### config.mk
export PLATFORM = sky130hd
export DESIGN_NAME = ascon_padder_gen
export DESIGN_NICKNAME = d
export VERILOG_FILES = /design/src/rtl/ascon_pkg.sv /design/src/rtl/ascon_pad_mask.sv /design/src/rtl/ascon_padder_gen.sv
export SDC_FILE = /design/constraint.sdc
export NUM_CORES = 1
export LEC_CHECK = 0
export CAP_MARGIN = 30
export CORE_AREA = 3 3 74 93
export DETAILED_ROUTE_END_ITERATION = 8
export DIE_AREA = 0 0 77 96
export DONT_BUFFER_PORTS = 1
export HOLD_SLACK_MARGIN = 0.06
export MAX_ROUTING_LAYER = met4
export PLACE_DENSITY = 0.74
export SYNTH_ARGS = -nofsm -noshare
export SYNTH_HDL_FRONTEND = slang
export SYNTH_SLANG_ARGS = --single-unit
### constraint.sdc
create_clock -name clk -period 3.4 [get_ports clk]
set_input_delay 0 -clock clk [delete_from_list [all_inputs] [get_ports clk]]
set_output_delay 0 -clock clk [all_outputs]
set_load 0.1 [all_outputs]
### src/rtl/ascon_pkg.sv
// Shared Ascon types, padder state encoding and small helper functions used by
// the stream padder and the AEAD/Hash datapath.
package ascon_pkg;

    typedef enum logic [2:0] {
        MODE_AEAD_ENC = 3'd0,
        MODE_AEAD_DEC = 3'd1,
        MODE_HASH     = 3'd2,
        MODE_XOF      = 3'd3,
        MODE_CXOF     = 3'd4
    } ascon_mode_t;

    typedef enum logic [2:0] {
        TUSER_KEY   = 3'd0,
        TUSER_NONCE = 3'd1,
        TUSER_AD    = 3'd2,
        TUSER_PT    = 3'd3,
        TUSER_CT    = 3'd4,
        TUSER_TAG   = 3'd5,
        TUSER_MSG   = 3'd6,
        TUSER_Z     = 3'd7
    } axi_tuser_t;

    typedef logic [1:0] padder_state_t;
    localparam padder_state_t ST_PASS = 2'd0;
    localparam padder_state_t ST_PADW = 2'd1;
    localparam padder_state_t ST_FILL = 2'd2;

    typedef enum logic [1:0] {
        GRP_PASS = 2'd0,
        GRP_PAD  = 2'd1,
        GRP_CT   = 2'd2
    } pad_group_t;

    localparam logic [7:0] ASCON_PAD_BYTE = 8'h01;

    function automatic logic [7:0] ascon_rate_bits(input ascon_mode_t mode);
        logic [7:0] rate;
        case (mode)
            MODE_AEAD_ENC, MODE_AEAD_DEC: rate = 8'd128;
            default:                      rate = 8'd64;
        endcase
        return rate;
    endfunction

    function automatic pad_group_t tuser_pad_group(input axi_tuser_t tuser);
        pad_group_t grp;
        case (tuser)
            TUSER_KEY, TUSER_NONCE, TUSER_TAG: grp = GRP_PASS;
            TUSER_CT:                          grp = GRP_CT;
            default:                           grp = GRP_PAD;
        endcase
        return grp;
    endfunction

    // A legal tkeep is a run of ones starting at lane 0 (or all zero).
    function automatic logic keep_contiguous(input logic [7:0] keep);
        return ((keep & (keep + 8'd1)) == 8'd0);
    endfunction

endpackage

### src/rtl/ascon_pad_mask.sv
// Combinational last-word formatter: keeps the first popcount(keep) byte lanes,
// writes the Ascon pad byte into the next lane and zeroes the rest.
module ascon_pad_mask
    import ascon_pkg::*;
#(
    parameter int KEEP_W = 8
) (
    input  logic [8*KEEP_W-1:0] data_i,
    input  logic [KEEP_W-1:0]   keep_i,
    output logic [8*KEEP_W-1:0] data_o
);

    localparam int LW = $clog2(KEEP_W + 1);

    logic [LW-1:0] n_s;

    // Count valid byte lanes.
    always_comb begin
        n_s = '0;
        for (int i = 0; i < KEEP_W; i++) begin
            n_s = n_s + LW'(keep_i[i]);
        end
    end

    // A full word has no lane equal to n and therefore passes unchanged.
    always_comb begin
        data_o = '0;
        for (int i = 0; i < KEEP_W; i++) begin
            if (LW'(i) < n_s) begin
                data_o[8*i +: 8] = data_i[8*i +: 8];
            end else if (LW'(i) == n_s) begin
                data_o[8*i +: 8] = ASCON_PAD_BYTE;
            end else begin
                data_o[8*i +: 8] = 8'h00;
            end
        end
    end

endmodule

### src/rtl/ascon_padder_gen.sv
// AXI4-Stream padder/rate-aligner with a registered output stage.
// Defining ASCON_PADDER_ERR_EN adds the sticky err_o protocol-violation flag.
module ascon_padder_gen
    import ascon_pkg::*;
#(
    parameter int DATA_W     = 64,
    parameter int KEEP_W     = DATA_W / 8,
    parameter int MAX_RATE_W = 128
) (
    input  logic              clk,
    input  logic              rst_n,
    input  ascon_mode_t       mode_i,
    input  logic [DATA_W-1:0] s_axis_tdata_i,
    input  logic [KEEP_W-1:0] s_axis_tkeep_i,
    input  axi_tuser_t        s_axis_tuser_i,
    input  logic              s_axis_tlast_i,
    input  logic              s_axis_tvalid_i,
    output logic              s_axis_tready_o,
    output logic [DATA_W-1:0] padded_tdata_o,
    output logic [KEEP_W-1:0] padded_tkeep_o,
    output axi_tuser_t        padded_tuser_o,
    output logic              padded_tlast_o,
    output logic              padded_tvalid_o,
    input  logic              padded_tready_i
`ifdef ASCON_PADDER_ERR_EN
    ,
    output logic              err_o
`endif
);

    localparam int CNT_W = $clog2(MAX_RATE_W / DATA_W + 1);

    padder_state_t     state_q, state_d;
    logic [CNT_W-1:0]  beat_cnt_q, beat_cnt_d;
    logic              in_pkt_q, in_pkt_d;
    ascon_mode_t       mode_q, mode_d;
    axi_tuser_t        tuser_q, tuser_d;
    logic [DATA_W-1:0] tdata_q, tdata_d;
    logic [KEEP_W-1:0] tkeep_q, tkeep_d;
    axi_tuser_t        otuser_q, otuser_d;
    logic              tlast_q, tlast_d;
    logic              tvalid_q, tvalid_d;

    logic              load_en_s;
    logic              accept_s;
    ascon_mode_t       blk_mode_s;
    axi_tuser_t        blk_tuser_s;
    logic [CNT_W-1:0]  last_idx_s;
    logic              cnt_last_s;
    logic [CNT_W-1:0]  cnt_next_s;
    logic [DATA_W-1:0] masked_s;

    ascon_pad_mask #(.KEEP_W(KEEP_W)) u_pad_mask (
        .data_i (s_axis_tdata_i),
        .keep_i (s_axis_tkeep_i),
        .data_o (masked_s)
    );

    assign load_en_s       = !tvalid_q || padded_tready_i;
    assign s_axis_tready_o = rst_n && load_en_s && (state_q == ST_PASS);
    assign accept_s        = s_axis_tready_o && s_axis_tvalid_i;

    // The first beat of a packet uses the live mode/tuser; later beats use the latched copy.
    always_comb begin
        if (state_q == ST_PASS && !in_pkt_q) begin
            blk_mode_s  = mode_i;
            blk_tuser_s = s_axis_tuser_i;
        end else begin
            blk_mode_s  = mode_q;
            blk_tuser_s = tuser_q;
        end
        last_idx_s = CNT_W'((int'(ascon_rate_bits(blk_mode_s)) / DATA_W) - 1);
        cnt_last_s = (beat_cnt_q == last_idx_s);
        cnt_next_s = cnt_last_s ? '0 : beat_cnt_q + CNT_W'(1);
    end

    // Next-state and output-word formation.
    always_comb begin
        state_d    = state_q;
        beat_cnt_d = beat_cnt_q;
        in_pkt_d   = in_pkt_q;
        mode_d     = mode_q;
        tuser_d    = tuser_q;
        tdata_d    = tdata_q;
        tkeep_d    = tkeep_q;
        otuser_d   = otuser_q;
        tlast_d    = tlast_q;
        tvalid_d   = tvalid_q;
        case (state_q)
            ST_PASS: begin
                if (accept_s) begin
                    if (!in_pkt_q) begin
                        mode_d  = mode_i;
                        tuser_d = s_axis_tuser_i;
                    end else begin
                        mode_d  = mode_q;
                        tuser_d = tuser_q;
                    end
                    in_pkt_d = !s_axis_tlast_i;
                    tvalid_d = 1'b1;
                    otuser_d = blk_tuser_s;
                    tdata_d  = s_axis_tdata_i;
                    tkeep_d  = '1;
                    tlast_d  = 1'b0;
                    case (tuser_pad_group(blk_tuser_s))
                        GRP_PAD: begin
                            if (!s_axis_tlast_i) begin
                                beat_cnt_d = cnt_next_s;
                            end else if (&s_axis_tkeep_i) begin
                                beat_cnt_d = cnt_next_s;
                                state_d    = ST_PADW;
                            end else begin
                                tdata_d = masked_s;
                                if (cnt_last_s) begin
                                    tlast_d    = 1'b1;
                                    beat_cnt_d = '0;
                                end else begin
                                    beat_cnt_d = cnt_next_s;
                                    state_d    = ST_FILL;
                                end
                            end
                        end
                        GRP_CT: begin
                            tkeep_d = s_axis_tkeep_i;
                            tlast_d = s_axis_tlast_i;
                        end
                        default: begin
                            tlast_d = s_axis_tlast_i;
                        end
                    endcase
                end else if (load_en_s) begin
                    tvalid_d = 1'b0;
                end else begin
                    tvalid_d = tvalid_q;
                end
            end
            ST_PADW, ST_FILL: begin
                if (load_en_s) begin
                    tvalid_d = 1'b1;
                    tkeep_d  = '1;
                    otuser_d = tuser_q;
                    if (state_q == ST_PADW) begin
                        tdata_d = {{(DATA_W-8){1'b0}}, ASCON_PAD_BYTE};
                    end else begin
                        tdata_d = '0;
                    end
                    if (cnt_last_s) begin
                        tlast_d    = 1'b1;
                        beat_cnt_d = '0;
                        state_d    = ST_PASS;
                    end else begin
                        tlast_d    = 1'b0;
                        beat_cnt_d = cnt_next_s;
                        state_d    = ST_FILL;
                    end
                end else begin
                    tvalid_d = tvalid_q;
                end
            end
            default: begin
                state_d = ST_PASS;
            end
        endcase
    end

    // State and output register stage.
    always_ff @(posedge clk) begin
        if (!rst_n) begin
            state_q    <= ST_PASS;
            beat_cnt_q <= '0;
            in_pkt_q   <= 1'b0;
            mode_q     <= MODE_AEAD_ENC;
            tuser_q    <= TUSER_KEY;
            tdata_q    <= '0;
            tkeep_q    <= '0;
            otuser_q   <= TUSER_KEY;
            tlast_q    <= 1'b0;
            tvalid_q   <= 1'b0;
        end else begin
            state_q    <= state_d;
            beat_cnt_q <= beat_cnt_d;
            in_pkt_q   <= in_pkt_d;
            mode_q     <= mode_d;
            tuser_q    <= tuser_d;
            tdata_q    <= tdata_d;
            tkeep_q    <= tkeep_d;
            otuser_q   <= otuser_d;
            tlast_q    <= tlast_d;
            tvalid_q   <= tvalid_d;
        end
    end

    assign padded_tdata_o  = tdata_q;
    assign padded_tkeep_o  = tkeep_q;
    assign padded_tuser_o  = otuser_q;
    assign padded_tlast_o  = tlast_q;
    assign padded_tvalid_o = tvalid_q;

`ifdef ASCON_PADDER_ERR_EN
    logic err_q, err_d;

    // Sticky flag for gapped tkeep on padded/CT beats and tuser changing mid-packet.
    always_comb begin
        err_d = err_q;
        if (accept_s && (tuser_pad_group(blk_tuser_s) != GRP_PASS)
                && !keep_contiguous(8'(s_axis_tkeep_i))) begin
            err_d = 1'b1;
        end else if (accept_s && in_pkt_q && (s_axis_tuser_i != tuser_q)) begin
            err_d = 1'b1;
        end else begin
            err_d = err_q;
        end
    end

    // Error flag register.
    always_ff @(posedge clk) begin
        if (!rst_n) begin
            err_q <= 1'b0;
        end else begin
            err_q <= err_d;
        end
    end

    assign err_o = err_q;
`endif

endmodule

-- Word level (Yosys, flattened, before mapping)
Cells that the tools add are included.
- order comparisons: 8
- add/sub/neg operators: 9
- equal/unequal tests: 22
- bitwise gates (word level): 1
- reductions and logical operators: 23
- muxes and demuxes: 63
- operator list (cell ; number):
    two-way mux 64 bit ; 5
    case mux 64 bit (2 select lines) ; 1
    two-way mux 8 bit ; 12
    two-way mux 2 bit ; 16
    adder 4 x 1 -> 4 bit ; 6
    two-way mux 1 bit ; 18
    equality test 3 x 4 -> 1 bit, first input constant ; 4
    < comparator 3 x 4 -> 1 bit, first input constant ; 4
    case mux 8 bit (2 select lines) ; 1
    two-way mux 3 bit ; 4
    case mux 2 bit (2 select lines) ; 3
    AND reduction 3 bit ; 3
    equality test 2 x 4 -> 1 bit, first input constant ; 2
    < comparator 1 x 4 -> 1 bit, first input constant ; 2
    < comparator 2 x 4 -> 1 bit, first input constant ; 2
    AND reduction 8 bit ; 1
    equality test 3 x 1 -> 1 bit, second input constant ; 2
    equality test 3 bit, second input constant ; 2
    logical NOT 3 bit ; 2
    inequality test 2 bit, second input constant ; 3
    case mux 3 bit (2 select lines) ; 1
    AND reduction 5 bit ; 1
    equality test 1 x 4 -> 1 bit, first input constant ; 1
    equality test 2 x 1 -> 1 bit, second input constant ; 2
    20 further kinds ; 28
- input bits: 83
- register bits: 88

-- Depth between registers and ports, before layout
- word-level depth: 15
- mapped depth: 13

-- Cells and area by module
Synthesis repeated with hierarchy kept, for this count alone.
- cells, all modules: 547
- area, all modules: 4893.4 sq um
- by module, submodules not included (module ; cells each ; times used ; area an instance (sq um)):
    ascon_padder_gen ; 412 ; 1 ; 3921.3
    ascon_pad_mask ; 135 ; 1 ; 972.2

-- Worst setup path before layout
No wires, ideal clock.
- path type: input to register
- from: in s_axis_tkeep_i[0]
- to: reg tdata_q[40], in the netlist padded_tdata_o[40]
- setup time: 0.068 ns
- stages: 13
- path slack: 0.308 ns
- arrival: 3.023 ns
- data required time: 3.332 ns
- cells stage by stage: ha_1 > inv_1 > fa_1 > fa_1 > inv_1 > fa_1 > inv_1 > fa_1 > nor2b_1 > nand2b_1 > a31oi_4 > a22oi_1 > nor2_1
- longest elaborated chain between the ends: 15
- elaborated cells between the ends (all ways): 17
- those cells by class: add/sub (7); order compare (1); eq/ne (1); mux (7); reduce/logical (1)
- ends and longest elaborated chain (item ; line ; text):
    start, declared ; ascon_padder_gen.sv:14 ; input logic [KEEP_W-1:0] s_axis_tkeep_i,
    parallel branches: the longest is 10 deep, another holds adder 4 x 1 -> 4 bit ; n/a ;
    two-way mux 64 bit * ; ascon_padder_gen.sv:109 ; end else if (&s_axis_tkeep_i) begin
    two-way mux 64 bit * ; ascon_padder_gen.sv:107 ; if (!s_axis_tlast_i) begin
    two-way mux 64 bit * ; ascon_padder_gen.sv:105 ; case (tuser_pad_group(blk_tuser_s))
    two-way mux 64 bit * ; ascon_padder_gen.sv:91 ; if (accept_s) begin
    case mux 64 bit (2 select lines) * ; ascon_padder_gen.sv:89 ; case (state_q)
    end signal, assigned ; ascon_padder_gen.sv:185 ; tdata_q <= tdata_d;
    end, declared ; ascon_padder_gen.sv:38 ; logic [DATA_W-1:0] tdata_q, tdata_d;
Every way passes the cells marked *. The select of a mux whose other input is x is not followed.
A chain may end at the register's enable or synchronous reset.

-- Worst setup path after layout
- from: in s_axis_tkeep_i[0]
- to: reg tdata_q[18], in the netlist padded_tdata_o[18]
- longest elaborated chain between the ends: 14
- elaborated cells between the ends (all ways): 15
- those cells by class: add/sub (7); order compare (1); mux (6); reduce/logical (1)
- ends and longest elaborated chain (item ; line ; text):
    adder 1 x 1 -> 2 bit ; ascon_pad_mask.sv:21 ; n_s = n_s + LW'(keep_i[i]);
    adder 4 x 1 -> 4 bit (6 in a row) ; ascon_pad_mask.sv:21 ;
    < comparator 2 x 4 -> 1 bit ; ascon_pad_mask.sv:29 ; if (LW'(i) < n_s) begin
    two-way mux 8 bit ; ascon_pad_mask.sv:29 ;
    two-way mux 64 bit * ; ascon_padder_gen.sv:109 ;
    two-way mux 64 bit * ; ascon_padder_gen.sv:107 ;
    two-way mux 64 bit * ; ascon_padder_gen.sv:105 ;
    two-way mux 64 bit * ; ascon_padder_gen.sv:91 ;
    case mux 64 bit (2 select lines) * ; ascon_padder_gen.sv:89 ;
Mark *: on every way between the ends. The rest lies on a longest branch, timed or not. The select of a mux whose other input is x is not followed.

==> impl_results.md <==
- Hold WS: slightly below 80 ps
- Final Cycle Share: 86.1%
- Synth area leader: dfxtp_1
- Max-slew violation count: 0
- Post-layout util: between 70% and 80%
- Sw Ratio: between 40 and 50%
- Post-synth top area share: 48.4%
- DR vias/cell: 5.99
- Fmax: about 340 MHz
- H-tree levels: 3
- Final nets: 520
- Row count: 32
- Min-delay src: s_axis_tkeep_i[4]
- Outcome: finished clean
- Setup TNS Final: 0 ps
- Clock Pin Slew Worst Setup and Hold Paths: 90 ps
- CP Capture Type: register
- RSZ-0062 raised after global routing: no
- I/O pins: 161
- Worst hold endpoint: state_q[0]
- Drt pass-1 iters: 5
- Clk_lat worst skew: 340 ps
- DIE AREA: 0.00739 sq mm
- Vias in the first global route: 3106
- Hold Path Stages: 3
- Worst slew pin tran: approximately 1000 ps
- Post-Route Skew: 5.02 ps
- Pleak: 1.94 nW
- All-Layer GR Usage: 27.7%
- Data arrival time of the critical path: roughly 3200 ps
- Avg Cell Area, Syn: about 11 sq um
- Largest net degree at the start of global routing: 40
- Worst reg2reg path depth: 7
- First-pass GRT wire length: between 15 and 20 mm
- Total CTS buffers: 9
- Gp weighted congestion: 0.828
- Antenna Nets Post-Route: 0
- Normalized max-slew margin: a little under a third
- Grt total ovfl: 0
- Synthesized area: ~0.0036 sq mm
- Fraction of layout cells with a size suffix above 1: 11.8%
- Final WS setup: between 400 and 500 ps
- Starting Density: 58.7%
- PostCTS Resize Cnt: 0
- Worst R2R Setup Slack: 630 ps
- Ys async rst share: 0%
- Antenna cell count: 0
- Gate Count Post-Synth: between 300 and 400
- Initial antenna violation count: 0
- Comb pwr share: 16.0%
- Crit-path max FO: 7
- Yosys warns: 0
- Sequential share of the synthesized area: 48.4%
- Non-filler cells, final: 516
- Synth area leaders: dfxtp_1, a22o_1, a22oi_1
- Min Tclk post-route: 2930 ps
- Met3 GRT Util: 7.40%
- Net load switching power: 1.18 mW
- Pwr dens: 615 mW/mm^2
- Startpoint type of the worst setup path: primary input
- Critical path class: in2reg
- Predominant post-synthesis flop cell: dfxtp_1
- WL/cell: 19.4 microns
- Dpl ws: 98.8 ps
- CTS max path bufs: 2
- Sink Count: 87
- Fill count: roughly 400
- Syn_nets: 434
- Commonest cells in the synthesized netlist: dfxtp_1, nor2_1, a22o_1, a22oi_1, nand2_1
- DRC viols: 0
- Placed Instances: 419
- Die W: slightly below 80 microns
- Root Driver: clkbuf_8
- Int Power: 1.73 mW
- Port Buffer Count: 0
- Worst reg2reg endpoint: padded_tkeep_o[6]
- Core box area: a little over 0.006 sq mm
- Post-synth cell types: 53
- Hold crit path type: in2reg
- Iter 0 DRT Violations: 111
- FF-to-FF Start: state_q[0]
- Met1 usage: 31.1%
- Detail Placement HPWL: about 6.1 mm
- Clk pwr share: 27.0%
- Max IR drop VDD: 529 uV
- Most common cell in the netlist: dfxtp_1
- Synth-to-Final Area Change: 32.0%
- EDFF count, synth: 0
- Total Routed Length: 10.0 mm
- Met2 Track Usage GR: 47.6%
- Required @ worst endpoint: 3690 ps
- Global routing's busiest layer: met2
- Final Hold Vio Count: 0
- CTS tree: built
- Die height: 96 microns
- #FFs+latches synth: 87
- # Max-Cap Violations: 0
- Flop pwr share: 57.0%
- Via Count: 3093
- Final setup fails: 0
-- registers in the layout, summed over array words and instances, names as in the netlist --
name	count
beat_cnt_q	2
mode_q	2
padded_tuser_o	3
padded_tkeep_o	8
padded_tdata_o	64
padded_tlast_o	1
in_pkt_q	1
state_q	2
tuser_q	3
padded_tvalid_o	1
-- critical path: stages --
cell,delay (ps)
ha_1,270
inv_1,70
fa_1,430
fa_1,490
inv_1,50
fa_1,380
inv_1,80
fa_1,490
nor2b_1,230
nor2_1,80
a31oi_2,380
a22oi_1,130
nor2_1,140
-- placed cells by master (no fill, tap or decap), types with 8 or more instances in the layout --
cell           count
dfxtp_1           87
dlygate4sd3_1     82
nor2_1            38
a22o_1            38
a22oi_1           22
nand2_1           17
inv_1             15
buf_4             11
clkbuf_8           9
mux2i_1            8
o221a_2            8
-- power by group through the flow --
stage / combinational (mW) / clock, mW / sequential, mW
global placement: 0.367 / 0 / 1.68
global route: 0.514 / 0.846 / 1.67
detailed placement: 0.377 / 0 / 1.68
finish: 0.468 / 0.788 / 1.66
floorplan: 0.295 / 0 / 1.68
CTS: 0.462 / 0.805 / 1.66
-- stage by stage --
stage	power, mW	instance area, sq um
after floorplan	1.97	3600
after global placement	2.05	3710
after detailed placement	2.06	3710
after CTS	2.93	4750
after global routing	3.03	4750
final	2.92	4750
-- worst max path at each step --
stage / slack (ps) / cells past startpoint / endpoint / start
CTS: 470 / 13 / padded_tdata_o[20] / s_axis_tkeep_i[0]
global placement: 160 / 13 / padded_tdata_o[18] / s_axis_tkeep_i[0]
floorplan: 310 / 13 / padded_tdata_o[40] / s_axis_tkeep_i[0]
detailed placement: 100 / 13 / padded_tdata_o[20] / s_axis_tkeep_i[0]
finish: 470 / 13 / padded_tdata_o[18] / s_axis_tkeep_i[0]
global route: 280 / 13 / padded_tdata_o[19] / s_axis_tkeep_i[0]
-- kinds of logic after synthesis --
logic type / share of synthesized area [%]
AOI/OAI and AO/OA: 28.3
xor gates and xnor gates: 0.487
adders and majority gates: 4.31
buffers and inverters: 3.76
DFF: 48.4
muxes: 3.48
and+or+nand+nor: 11.2
-- layout make-up --
class | instances | area, sq um | share of cell area [%]
sequential | 87 | 1740 | 36.7
clock inverter | 6 | 93.8 | 1.98
inverter | 15 | 56.3 | 1.19
multi-input combinational | 221 | 1720 | 36.3
timing repair buffer | 93 | 903 | 19.0
tap | 85 | 106 | 2.24
clock buffer | 9 | 124 | 2.61
-- routing by layer --
layer	up-vias	part of all wire [%]
met5	-	0
met4	0	1.8
met3	18	8.5
met2	151	51
met1	1478	39
li1	1446	-
-- timing repair --
item                      in CTS  in global routing
hold buffers                  82                  0
setup buffers                  0                  0
hold endpoints to repair      86                  0
Note: power is estimated with default switching activity, not from simulation.
